$ cat src/rtl/uart_pkg.sv
// Shared types for the UART receiver: FSM states, data-width encoding and FIFO entry layout.
package uart_pkg;

  typedef enum logic [2:0] {
    StIdle,
    StStart,
    StData,
    StParity,
    StStop
  } uart_state_e;

  localparam logic [1:0] DataBits5 = 2'b00;
  localparam logic [1:0] DataBits6 = 2'b01;
  localparam logic [1:0] DataBits7 = 2'b10;
  localparam logic [1:0] DataBits8 = 2'b11;

  typedef struct packed {
    logic [7:0] data;
    logic       perr;
    logic       ferr;
  } uart_entry_t;

  function automatic logic [3:0] data_bits(input logic [1:0] enc);
    case (enc)
      DataBits5: return 4'd5;
      DataBits6: return 4'd6;
      DataBits7: return 4'd7;
      default:   return 4'd8;
    endcase
  endfunction

endpackage

$ cat src/rtl/uart_sync_fifo.sv
// First-word-fall-through synchronous FIFO; head reads as zero while empty.
module uart_sync_fifo #(
  parameter int unsigned Depth = 16,
  parameter type entry_t = logic [7:0]
) (
  input  logic                    clk_i,
  input  logic                    rst_ni,
  input  logic                    wr_en_i,
  input  entry_t                  wr_data_i,
  input  logic                    rd_en_i,
  output entry_t                  rd_data_o,
  output logic                    empty_o,
  output logic                    full_o,
  output logic [$clog2(Depth):0]  count_o,
  output logic [$clog2(Depth):0]  count_next_o
);

  localparam int unsigned AW = $clog2(Depth);
  localparam logic [AW:0] FullCount = (AW + 1)'(Depth);

  entry_t        mem_q [Depth];
  logic [AW-1:0] wptr_q, rptr_q;
  logic [AW:0]   count_q;
  logic          do_rd, do_wr;

  assign empty_o = (count_q == '0);
  assign full_o  = (count_q == FullCount);
  assign do_rd   = rd_en_i & ~empty_o;
  // A write into a full FIFO is accepted only when a read frees a slot in the same cycle.
  assign do_wr   = wr_en_i & (~full_o | do_rd);
  assign count_o = count_q;

  always_comb begin
    count_next_o = count_q;
    if (do_wr && !do_rd) begin
      count_next_o = count_q + 1'b1;
    end else if (do_rd && !do_wr) begin
      count_next_o = count_q - 1'b1;
    end
  end

  always_ff @(posedge clk_i or negedge rst_ni) begin
    if (!rst_ni) begin
      wptr_q  <= '0;
      rptr_q  <= '0;
      count_q <= '0;
    end else begin
      if (do_wr) wptr_q <= wptr_q + 1'b1;
      if (do_rd) rptr_q <= rptr_q + 1'b1;
      count_q <= count_next_o;
    end
  end

  always_ff @(posedge clk_i) begin
    if (do_wr) mem_q[wptr_q] <= wr_data_i;
  end

  always_comb begin
    rd_data_o = '0;
    if (!empty_o) rd_data_o = mem_q[rptr_q];
  end

endmodule

$ cat src/rtl/uart_rx_fifo.sv
// UART receiver with configurable frame format, receive FIFO and RTS flow control.
// Optional break detection is enabled by defining UART_RX_BREAK_DETECT_EN.
module uart_rx_fifo
  import uart_pkg::*;
#(
  parameter int unsigned CLKS_PER_BIT = 434,
  parameter int unsigned FIFO_DEPTH   = 16,
  parameter int unsigned RTS_THRESH   = FIFO_DEPTH - 2
) (
  input  logic                          clk,
  input  logic                          reset_n,
  input  logic                          rx,
  input  logic [1:0]                    data_bit_num,
  input  logic                          stop_bit_num,
  input  logic                          parity_en,
  input  logic                          parity_type,
  input  logic                          rd_en,
  output logic [7:0]                    rx_data,
  output logic                          rx_perr,
  output logic                          rx_ferr,
  output logic                          rx_empty,
  output logic [$clog2(FIFO_DEPTH):0]   rx_count,
  output logic                          rx_done,
  output logic                          overrun,
  output logic                          rts_n,
  output logic                          break_det
);

  localparam int unsigned CntW = $clog2(CLKS_PER_BIT);
  localparam logic [CntW-1:0] BitLast  = CntW'(CLKS_PER_BIT - 1);
  localparam logic [CntW-1:0] HalfLast = CntW'(CLKS_PER_BIT / 2 - 1);

  logic rx_s1_q, rx_s2_q, rx_prev_q;
  uart_state_e state_q, state_d;
  logic [CntW-1:0] cnt_q, cnt_d;
  logic [2:0] bit_idx_q, bit_idx_d;
  logic [3:0] nbits_q, nbits_d;
  logic stop_idx_q, stop_idx_d, two_stop_q, two_stop_d;
  logic par_en_q, par_en_d, par_odd_q, par_odd_d;
  logic [7:0] data_q, data_d;
  logic par_acc_q, par_acc_d, perr_q, perr_d, ferr_q, ferr_d;
  logic any_high_q, any_high_d;
  logic frame_end, frame_wr, is_break, bit_tick;
  logic rx_done_q, overrun_q, rts_n_q;
  logic fifo_full;
  logic [$clog2(FIFO_DEPTH):0] count_next;
  uart_entry_t wr_entry, head;

  assign bit_tick = (cnt_q == BitLast);

  always_comb begin
    state_d    = state_q;
    cnt_d      = cnt_q;
    bit_idx_d  = bit_idx_q;
    nbits_d    = nbits_q;
    stop_idx_d = stop_idx_q;
    two_stop_d = two_stop_q;
    par_en_d   = par_en_q;
    par_odd_d  = par_odd_q;
    data_d     = data_q;
    par_acc_d  = par_acc_q;
    perr_d     = perr_q;
    ferr_d     = ferr_q;
    any_high_d = any_high_q;
    frame_end  = 1'b0;
    unique case (state_q)
      StIdle: begin
        // Falling-edge start also enforces waiting for rx high after a frame or break.
        if (rx_prev_q && !rx_s2_q) begin
          state_d    = StStart;
          cnt_d      = '0;
          bit_idx_d  = '0;
          stop_idx_d = 1'b0;
          nbits_d    = data_bits(data_bit_num);
          two_stop_d = stop_bit_num;
          par_en_d   = parity_en;
          par_odd_d  = parity_type;
          data_d     = '0;
          par_acc_d  = 1'b0;
          perr_d     = 1'b0;
          ferr_d     = 1'b0;
          any_high_d = 1'b0;
        end
      end
      StStart: begin
        if (cnt_q == HalfLast) begin
          cnt_d   = '0;
          state_d = rx_s2_q ? StIdle : StData;
        end else begin
          cnt_d = cnt_q + 1'b1;
        end
      end
      StData: begin
        if (bit_tick) begin
          cnt_d             = '0;
          data_d[bit_idx_q] = rx_s2_q;
          par_acc_d         = par_acc_q ^ rx_s2_q;
          any_high_d        = any_high_q | rx_s2_q;
          if ({1'b0, bit_idx_q} == nbits_q - 4'd1) begin
            state_d = par_en_q ? StParity : StStop;
          end else begin
            bit_idx_d = bit_idx_q + 1'b1;
          end
        end else begin
          cnt_d = cnt_q + 1'b1;
        end
      end
      StParity: begin
        if (bit_tick) begin
          cnt_d      = '0;
          perr_d     = (par_acc_q ^ rx_s2_q) != par_odd_q;
          any_high_d = any_high_q | rx_s2_q;
          state_d    = StStop;
        end else begin
          cnt_d = cnt_q + 1'b1;
        end
      end
      StStop: begin
        if (bit_tick) begin
          cnt_d      = '0;
          ferr_d     = ferr_q | ~rx_s2_q;
          any_high_d = any_high_q | rx_s2_q;
          if (two_stop_q && !stop_idx_q) begin
            stop_idx_d = 1'b1;
          end else begin
            frame_end = 1'b1;
            state_d   = StIdle;
          end
        end else begin
          cnt_d = cnt_q + 1'b1;
        end
      end
      default: state_d = StIdle;
    endcase
  end

`ifdef UART_RX_BREAK_DETECT_EN
  logic break_q;
  assign is_break = frame_end & ~any_high_d;
  always_ff @(posedge clk or negedge reset_n) begin
    if (!reset_n) break_q <= 1'b0;
    else          break_q <= is_break;
  end
  assign break_det = break_q;
`else
  assign is_break  = 1'b0;
  assign break_det = 1'b0;
`endif

  assign frame_wr = frame_end & ~is_break;
  assign wr_entry = '{data: data_q, perr: perr_q, ferr: ferr_d};

  uart_sync_fifo #(
    .Depth   (FIFO_DEPTH),
    .entry_t (uart_entry_t)
  ) u_fifo (
    .clk_i        (clk),
    .rst_ni       (reset_n),
    .wr_en_i      (frame_wr),
    .wr_data_i    (wr_entry),
    .rd_en_i      (rd_en),
    .rd_data_o    (head),
    .empty_o      (rx_empty),
    .full_o       (fifo_full),
    .count_o      (rx_count),
    .count_next_o (count_next)
  );

  always_ff @(posedge clk or negedge reset_n) begin
    if (!reset_n) begin
      rx_s1_q    <= 1'b1;
      rx_s2_q    <= 1'b1;
      rx_prev_q  <= 1'b1;
      state_q    <= StIdle;
      cnt_q      <= '0;
      bit_idx_q  <= '0;
      nbits_q    <= 4'd8;
      stop_idx_q <= 1'b0;
      two_stop_q <= 1'b0;
      par_en_q   <= 1'b0;
      par_odd_q  <= 1'b0;
      data_q     <= '0;
      par_acc_q  <= 1'b0;
      perr_q     <= 1'b0;
      ferr_q     <= 1'b0;
      any_high_q <= 1'b0;
      rx_done_q  <= 1'b0;
      overrun_q  <= 1'b0;
      rts_n_q    <= 1'b1;
    end else begin
      rx_s1_q    <= rx;
      rx_s2_q    <= rx_s1_q;
      rx_prev_q  <= rx_s2_q;
      state_q    <= state_d;
      cnt_q      <= cnt_d;
      bit_idx_q  <= bit_idx_d;
      nbits_q    <= nbits_d;
      stop_idx_q <= stop_idx_d;
      two_stop_q <= two_stop_d;
      par_en_q   <= par_en_d;
      par_odd_q  <= par_odd_d;
      data_q     <= data_d;
      par_acc_q  <= par_acc_d;
      perr_q     <= perr_d;
      ferr_q     <= ferr_d;
      any_high_q <= any_high_d;
      rx_done_q  <= frame_wr & (~fifo_full | rd_en);
      overrun_q  <= frame_wr & fifo_full & ~rd_en;
      rts_n_q    <= (32'(count_next) >= RTS_THRESH);
    end
  end

  assign rx_data = head.data;
  assign rx_perr = head.perr;
  assign rx_ferr = head.ferr;
  assign rx_done = rx_done_q;
  assign overrun = overrun_q;
  assign rts_n   = rts_n_q;

endmodule

$ cat config.mk
export PLATFORM = sky130hd
export DESIGN_NAME = uart_rx_fifo
export DESIGN_NICKNAME = d
export VERILOG_FILES = /design/src/rtl/uart_pkg.sv /design/src/rtl/uart_sync_fifo.sv /design/src/rtl/uart_rx_fifo.sv
export SDC_FILE = /design/constraint.sdc
export NUM_CORES = 1
export LEC_CHECK = 0
export BUFFER_PORTS_ARGS = -buffer_cell sky130_fd_sc_hd__buf_4
export CAP_MARGIN = 20
export CORE_MARGIN = 1
export CORE_UTILIZATION = 55
export CTS_BUF_LIST = sky130_fd_sc_hd__clkbuf_2 sky130_fd_sc_hd__clkbuf_4 sky130_fd_sc_hd__clkbuf_8
export CTS_CLUSTER_SIZE = 30
export DETAILED_ROUTE_END_ITERATION = 10
export GPL_TIMING_DRIVEN = 0
export PLACE_DENSITY = 0.74
export SETUP_SLACK_MARGIN = 0.4
export SLEW_MARGIN = 10
export SYNTH_ARGS = -nofsm -noshare
export SYNTH_HDL_FRONTEND = slang
export SYNTH_HIERARCHICAL = 1
export SYNTH_SLANG_ARGS = --single-unit
$ cat constraint.sdc
create_clock -name clk -period 5.8 [get_ports clk]
set_input_delay 0.29 -clock clk [delete_from_list [all_inputs] [get_ports clk]]
set_output_delay 0.29 -clock clk [all_outputs]
set_load 0.02 [all_outputs]
==> flow_metrics.py, run 1 <==
metrics = {
    "routing": {
        "dr.pass1.iters": 5,
        "ant_nets": 0,
        "vias_per_cell": 5.89,
        "wl_per_cell_um": 20.0,
        "drtIter0Drc": 459,
        "vias": 5244,
        "routed_wl_um": 17800,
        "drc_errors": 0,
    },
    "clock_network": {
        "clock_sinks": 213,
        "clock_path_buffers": 3,
        "insertion_delay_ps": 520,
        "clk_pin_slew_ps": 50,
        "cts_tree": "done",
        "clockRootBuffer": "clkbuf_8",
        "cts_max_level": 2,
        "cts_buffers": 36,
        "post_cts_resize_count": 0,
    },
    "place": {
        "io_buffers": 27,
        "routabilityCongestion": 0.883,
        "dp_hpwl_um": 11500,
        "placed_cells": 825,
        "place_area_mm2": 0.00970,
    },
    "pwr": {
        "internal_power_mw": 2.85,
        "peakVddDrop_uv": 230,
        "seq_power_share": 0.437,
        "power.share.clock": 0.289,
        "combinationalPowerShare": 0.275,
        "p_switching_mw": 1.28,
        "leakage_nw": 4.32,
        "sw_frac_of_total": 0.309,
        "p_per_area_mw_per_mm2": 396,
    },
    "timing": {
        "maxSlewViolCount": 0,
        "period_needed_ps": 3550,
        "setup_viol": 0,
        "min_period_over_period": 0.612,
        "hold_violations": 0,
        "rsz0062_at_grt": "no",
        "relSlewSlack": 0.301,
        "skew_ps": 16.3,
        "fmax_ghz": 0.282,
        "worst_pin_slew_ps": 1040,
        "fin_tns_setup_ps": 0,
    },
    "logic_synthesis": {
        "yosys-top-cells-area": "edfxtp_1, dfrtp_1, mux4_2",
        "synth_cell_type_count": 64,
        "postSynthCellCount": 578,
        "ys_ff_latch": 213,
        "synth_edf_count": 160,
        "synth_top_flop_cell": "edfxtp_1",
        "ys_seq_area_frac": 0.669,
        "synth.largest_area_cell": "edfxtp_1",
        "yosysTopAreaCellShare": 0.523,
        "async_flop_share": 0.249,
        "syn-num-nets": 602,
        "yosys_warnings": 6,
        "postSynthAreaPerCell_um2": 15.9,
        "synth_area_mm2": 0.00918,
    },
    "die": {
        "coreArea_mm2": 0.0161,
        "start_util": 0.570,
        "ios": 29,
        "fp.dieW_um": 131,
        "row_count": 46,
        "dieArea_mm2": 0.0172,
        "die_h_um": 131,
    },
    "worst_setup_path": {
        "cpMaxStageDelayCell": "nor2_1",
        "crit_type": "register to register",
        "startpoint_type": "register",
        "crit_chain": "inv_1, ha_1, nand2_1, nor3_4, nand4_1, inv_1, inv_1, a31oi_2, nand2_1, nor2_1",
        "worstPathBufferInverterCount": 3,
        "cpPeakStageDelay_ps": 820,
        "worstPathArrival_ps": 3680,
        "crit_required_ps": 5930,
        "worstPathMaxFanout": 10,
        "worst_path_most_repeated_cell": "inv_1",
        "crit_family": "simple AND/OR/NAND/NOR gates",
        "end_kind": "register",
    },
    "layout": {
        "fin_nets": 679,
        "diodes": 0,
        "fin_util": 0.646,
        "area_growth_pct": 13.5,
        "drive_gt1_frac": 0.271,
        "stdcell_area_mm2": 0.0104,
        "instances_no_fill": 891,
    },
    "grt": {
        "grt_pass1_wl_um": 28700,
        "grt-ovfl-total": 0,
        "grt_use_total": 0.218,
        "grt_pass1_vias": 5341,
        "grt_busiest_layer": "met2",
        "grt_antenna_before_repair": 0,
        "grt_max_degree": 54,
        "grt_use_met3": 0.0370,
        "globalRouteMet1Util": 0.296,
        "grtUsageMet2": 0.361,
    },
    "worst_hold_path": {
        "hp-class": "primary input to register",
    },
    "flow_run": {
        "cap_violations": 0,
    },
    "status": {
        "status": "finished clean",
    },
}
==> flip-flops by register name, indices dropped and copies added, names as in the netlist, 3 cells and up <==
register and cells:
u_fifo/mem_q 160, cnt_q 9, data_q 8, u_fifo/count_o 5, nbits_q 4, u_fifo/rptr_q 4
u_fifo/wptr_q 4, bit_idx_q 3, state_q 3
==> routing by layer <==
| layer | wire length (um) | up-vias |
|---|---|---|
| met4 | 349 | 0 |
| li1 | - | 2378 |
| met1 | 7600 | 2647 |
| met3 | 950 | 36 |
| met5 | 0 | - |
| met2 | 8890 | 183 |
==> power groups by stage <==
stage,combinational [mW],sequential [mW],clock [mW]
finish,1.14,1.80,1.19
global route,1.24,1.82,1.28
CTS,1.14,1.80,1.22
detailed placement,1.13,1.83,0
global placement,1.10,1.83,0
floorplan,0.820,1.83,0
==> cell type report <==
type                       instances  area, um^2
clock buffer                      45         569
clock inverter                    13        61.3
tap                              216         270
inverter                          22        82.6
sequential                       213        6140
buffer                            30         194
timing repair buffer              39         315
fill                            1157        5700
multi-input combinational        313        2790
==> repair_timing <==
| action | CTS | global route |
|---|---|---|
| buffers inserted | 0 | 0 |
| endpoints found under the hold margin | 53 | 0 |
| hold buffers | 6 | 0 |
==> cell families (layout without fill, tap and decap cells) <==
family                     count (synthesis)  after routing  synth area share
AOI/OAI and AO/OA                         94             94            0.0633
xor gates and xnor gates                  15             15            0.0143
adders and majority gates                 15             15            0.0204
buffers and inverters                     52            149            0.0301
DFF                                      213            213             0.669
muxes                                     71             71             0.137
other                                      1              1          0.000409
and+or+nand+nor                          117            117            0.0657
==> metrics by stage <==
stage | hold slack, ps | worst slack [ps] | power (mW)
floorplan | -5.59 | 2820 | 2.65
global placement | 346 | 1860 | 2.93
detailed placement | 354 | 2140 | 2.97
CTS | 168 | 2120 | 4.16
global route | 223 | 1970 | 4.34
finish | 187 | 2250 | 4.13
==> cells in the mapped netlist, drive strengths merged (2+ instances only) <==
master and number:
a21o 2, a21oi 19, a22o 7, a31oi 8, and2b 2, and3 5
buf 21, clkbuf 9, dfrtp 48, dfstp 5, edfxtp 160, ha 15
inv 22, mux2 17, mux2i 14, mux4 40, nand2 25, nand2b 6
nand3 5, nand4 7, nor2 36, nor2b 3, nor3 10, nor3b 2
nor4 2, o211ai 2, o21ai 44, o31ai 2, or2 4, or3 4
or4b 2, xnor2 10, xor2 5
==> worst paths after layout <==
kind                            slack, ps       startpoint  cells after the start             endpoint
worst max-delay path                 2250         cnt_q[1]                     10  u_fifo/mem_q[11][1]
worst min-delay path                  190  data_bit_num[0]                      3           nbits_q[2]
worst max register to register       2250         cnt_q[1]                     10  u_fifo/mem_q[11][1]
worst min register to register        360          rx_s1_q                      0              rx_s2_q
max in group asynchronous            5000          reset_n                      2            data_q[1]
min in group asynchronous             340          reset_n                      2    u_fifo/count_o[1]
==> worst min-delay path: stages <==
cell and delay [ps]:
buf_4 90, ha_1 170, o21ai_0 100
==> layout by cell type (no fill, tap or decap), drive strengths merged, types with 5 or more instances in the layout <==
master / count
clkbuf: 54
xor2: 5
and3: 5
a22o: 7
inv: 23
dfstp: 5
nor3: 10
nor2: 36
mux2: 17
xnor2: 10
edfxtp: 160
a21oi: 19
a31oi: 8
mux2i: 14
ha: 15
buf: 54
nand3: 5
nand4: 7
clkinv: 11
nand2b: 6
mux4: 40
dlygate4sd3: 6
dfrtp: 48
nand2: 25
o21ai: 44
(Power assumes the default switching activity.)
==> inputs of run 2 (changes only) <==
Clock period 5.8 ns to 3.44 ns, I/O delays scaled along.
==> flow_metrics.py, run 2 (synthesis gave the netlist of run 1 again) <==
metrics = {
    "die": {
        "fp.dieW_um": 131,
        "row_count": 46,
        "ios": 29,
        "dieArea_mm2": 0.0172,
        "start_util": 0.570,
        "die_h_um": 131,
        "coreArea_mm2": 0.0161,
    },
    "routing": {
        "drtIter0Drc": 411,
        "highest_layer": "met4",
        "routedLengthMet1_um": 7630,
        "wl_per_cell_um": 20.0,
        "dr.pass1.iters": 4,
        "wl_met3_um": 916,
        "vias_per_cell": 5.90,
        "ant_nets": 0,
        "dr_wl_met2_um": 8930,
        "routed_wl_um": 17800,
        "drc_errors": 0,
        "vias": 5249,
    },
    "clock_network": {
        "clk_pin_slew_ps": 50,
        "cts_tree": "done",
        "cts_buffers": 36,
        "clockRootBuffer": "clkbuf_8",
        "cts_max_level": 2,
        "insertion_delay_ps": 520,
        "clock_sinks": 213,
        "clock_path_buffers": 3,
    },
    "worst_setup_path": {
        "rr_endpoint": "u_fifo/mem_q[2][2]",
        "r2r_cells": 11,
        "startpoint_type": "register",
        "r2r_slack_ps": 660,
        "crit_required_ps": 3650,
        "crit_start": "cnt_q[1]",
        "timing.rr.start": "cnt_q[1]",
        "crit_end": "u_fifo/mem_q[2][2]",
        "worstPathArrival_ps": 2990,
        "end_kind": "register",
        "worstPathMaxFanout": 8,
        "crit_type": "register to register",
    },
    "layout": {
        "final_cell_mix": "edfxtp_1, dfrtp_1, mux4_2, clkbuf_8, buf_4",
        "stdcell_area_mm2": 0.0105,
        "multi_input_area_mm2": 0.00290,
        "fin_util": 0.653,
        "fillers": 1140,
        "reg_top3": "u_fifo/mem_q: 160 flops, cnt_q: 9 flops, data_q: 8 flops",
        "area_growth_pct": 14.6,
        "largest_register_ffs": 160,
        "drive_gt1_frac": 0.295,
        "diodes": 0,
        "top_register": "u_fifo/mem_q",
        "seqCellArea_mm2": 0.00614,
        "final_common_cell": "edfxtp_1",
        "fin_nets": 678,
        "instances_no_fill": 890,
    },
    "timing": {
        "relSlewSlack": 0.345,
        "worst_pin_slew_ps": 978,
        "fmax_ghz": 0.360,
        "skew_ps": 17.5,
        "hold_violations": 0,
        "min_period_over_period": 0.807,
        "fin_tns_setup_ps": 0,
        "setup_viol": 0,
        "period_needed_ps": 2780,
        "maxSlewViolCount": 0,
        "rsz0062_at_grt": "no",
    },
    "grt": {
        "grt_pass1_wl_um": 28800,
        "grt_max_degree": 54,
        "grt-ovfl-total": 0,
        "grt_use_total": 0.219,
        "grt_antenna_before_repair": 0,
        "grt_pass1_vias": 5369,
    },
    "pwr": {
        "peakVddDrop_uv": 389,
        "total_power_mw": 6.97,
        "leakage_nw": 4.31,
        "p_per_area_mw_per_mm2": 663,
    },
    "place": {
        "io_buffers": 27,
        "routabilityCongestion": 0.883,
        "place_area_mm2": 0.00970,
        "dp_hpwl_um": 11500,
        "placed_cells": 825,
    },
    "worst_hold_path": {
        "hp-class": "primary input to register",
    },
    "flow_run": {
        "cap_violations": 0,
    },
    "status": {
        "status": "finished clean",
    },
}
-- run 2: cell types whose count changed in the layout (fill, tap and decap cells not counted), moves of 2 or more --
cell,previous run,this run
buf_6,7,5
nand2_1,25,21
nand2_2,0,4
nor2_1,34,23
nor2_4,0,12
-- run 2: what timing repair did --
item | CTS | global route
setup buffers | 1 | 0
hold buffers | 6 | 0
gates resized for setup | 28 | 5
endpoints found under the setup margin | 154 | 65
pin swaps | 1 | 0
endpoints found under the hold margin | 55 | 0
-- run 2: per-layer routing --
layer,track usage,vias to the layer above
met5,0,-
li1,-,2380
met1,0.294,2672
met4,0.0699,0
met3,0.0390,36
met2,0.365,161
-- run 2: worst min path at each step --
stage	startpoint	endpoint	slack, ps	cells after the start
floorplan	reset_n	bit_idx_q[0]	-120	0
CTS	data_bit_num[0]	nbits_q[2]	50	3
finish	data_bit_num[0]	nbits_q[2]	70	3
global placement	reset_n	u_fifo/count_o[0]	240	1
detailed placement	reset_n	u_fifo/count_o[1]	250	1
global route	data_bit_num[0]	nbits_q[2]	100	3
-- run 2: layout make-up --
class	count	share of cell area
Inverter	22	0.00785
Tap cell	216	0.0257
Sequential cell	213	0.584
Clock inverter	13	0.00583
Clock buffer	45	0.0541
Multi-Input combinational cell	313	0.276
Timing Repair Buffer	38	0.0286
Buffer	30	0.0186
-- run 2: where the power goes --
part / leakage (nW) / internal (mW) / switching, mW / total [mW]
Combinational: 1.44 / 0.843 / 1.07 / 1.91
Clock: 0.332 / 1.08 / 0.934 / 2.01
Sequential: 2.54 / 2.89 / 0.151 / 3.04
-- run 2: metrics by stage --
stage	setup slack, ps	hold WS (ps)
3_3_place_gp	-502	242
5_1_grt	449	105
2_1_floorplan	460	-124
3_5_place_dp	-221	254
6_report	663	71.5
4_1_cts	503	49.9
-- run 2: worst max-delay path: stages (launching register included) --
cell,delay (ps)
dfrtp_1,390
inv_1,100
ha_1,160
nand2_1,110
nor3_4,220
nand4_1,210
inv_2,170
inv_1,100
a31oi_4,290
nand2_2,210
nor3_2,260
buf_4,250
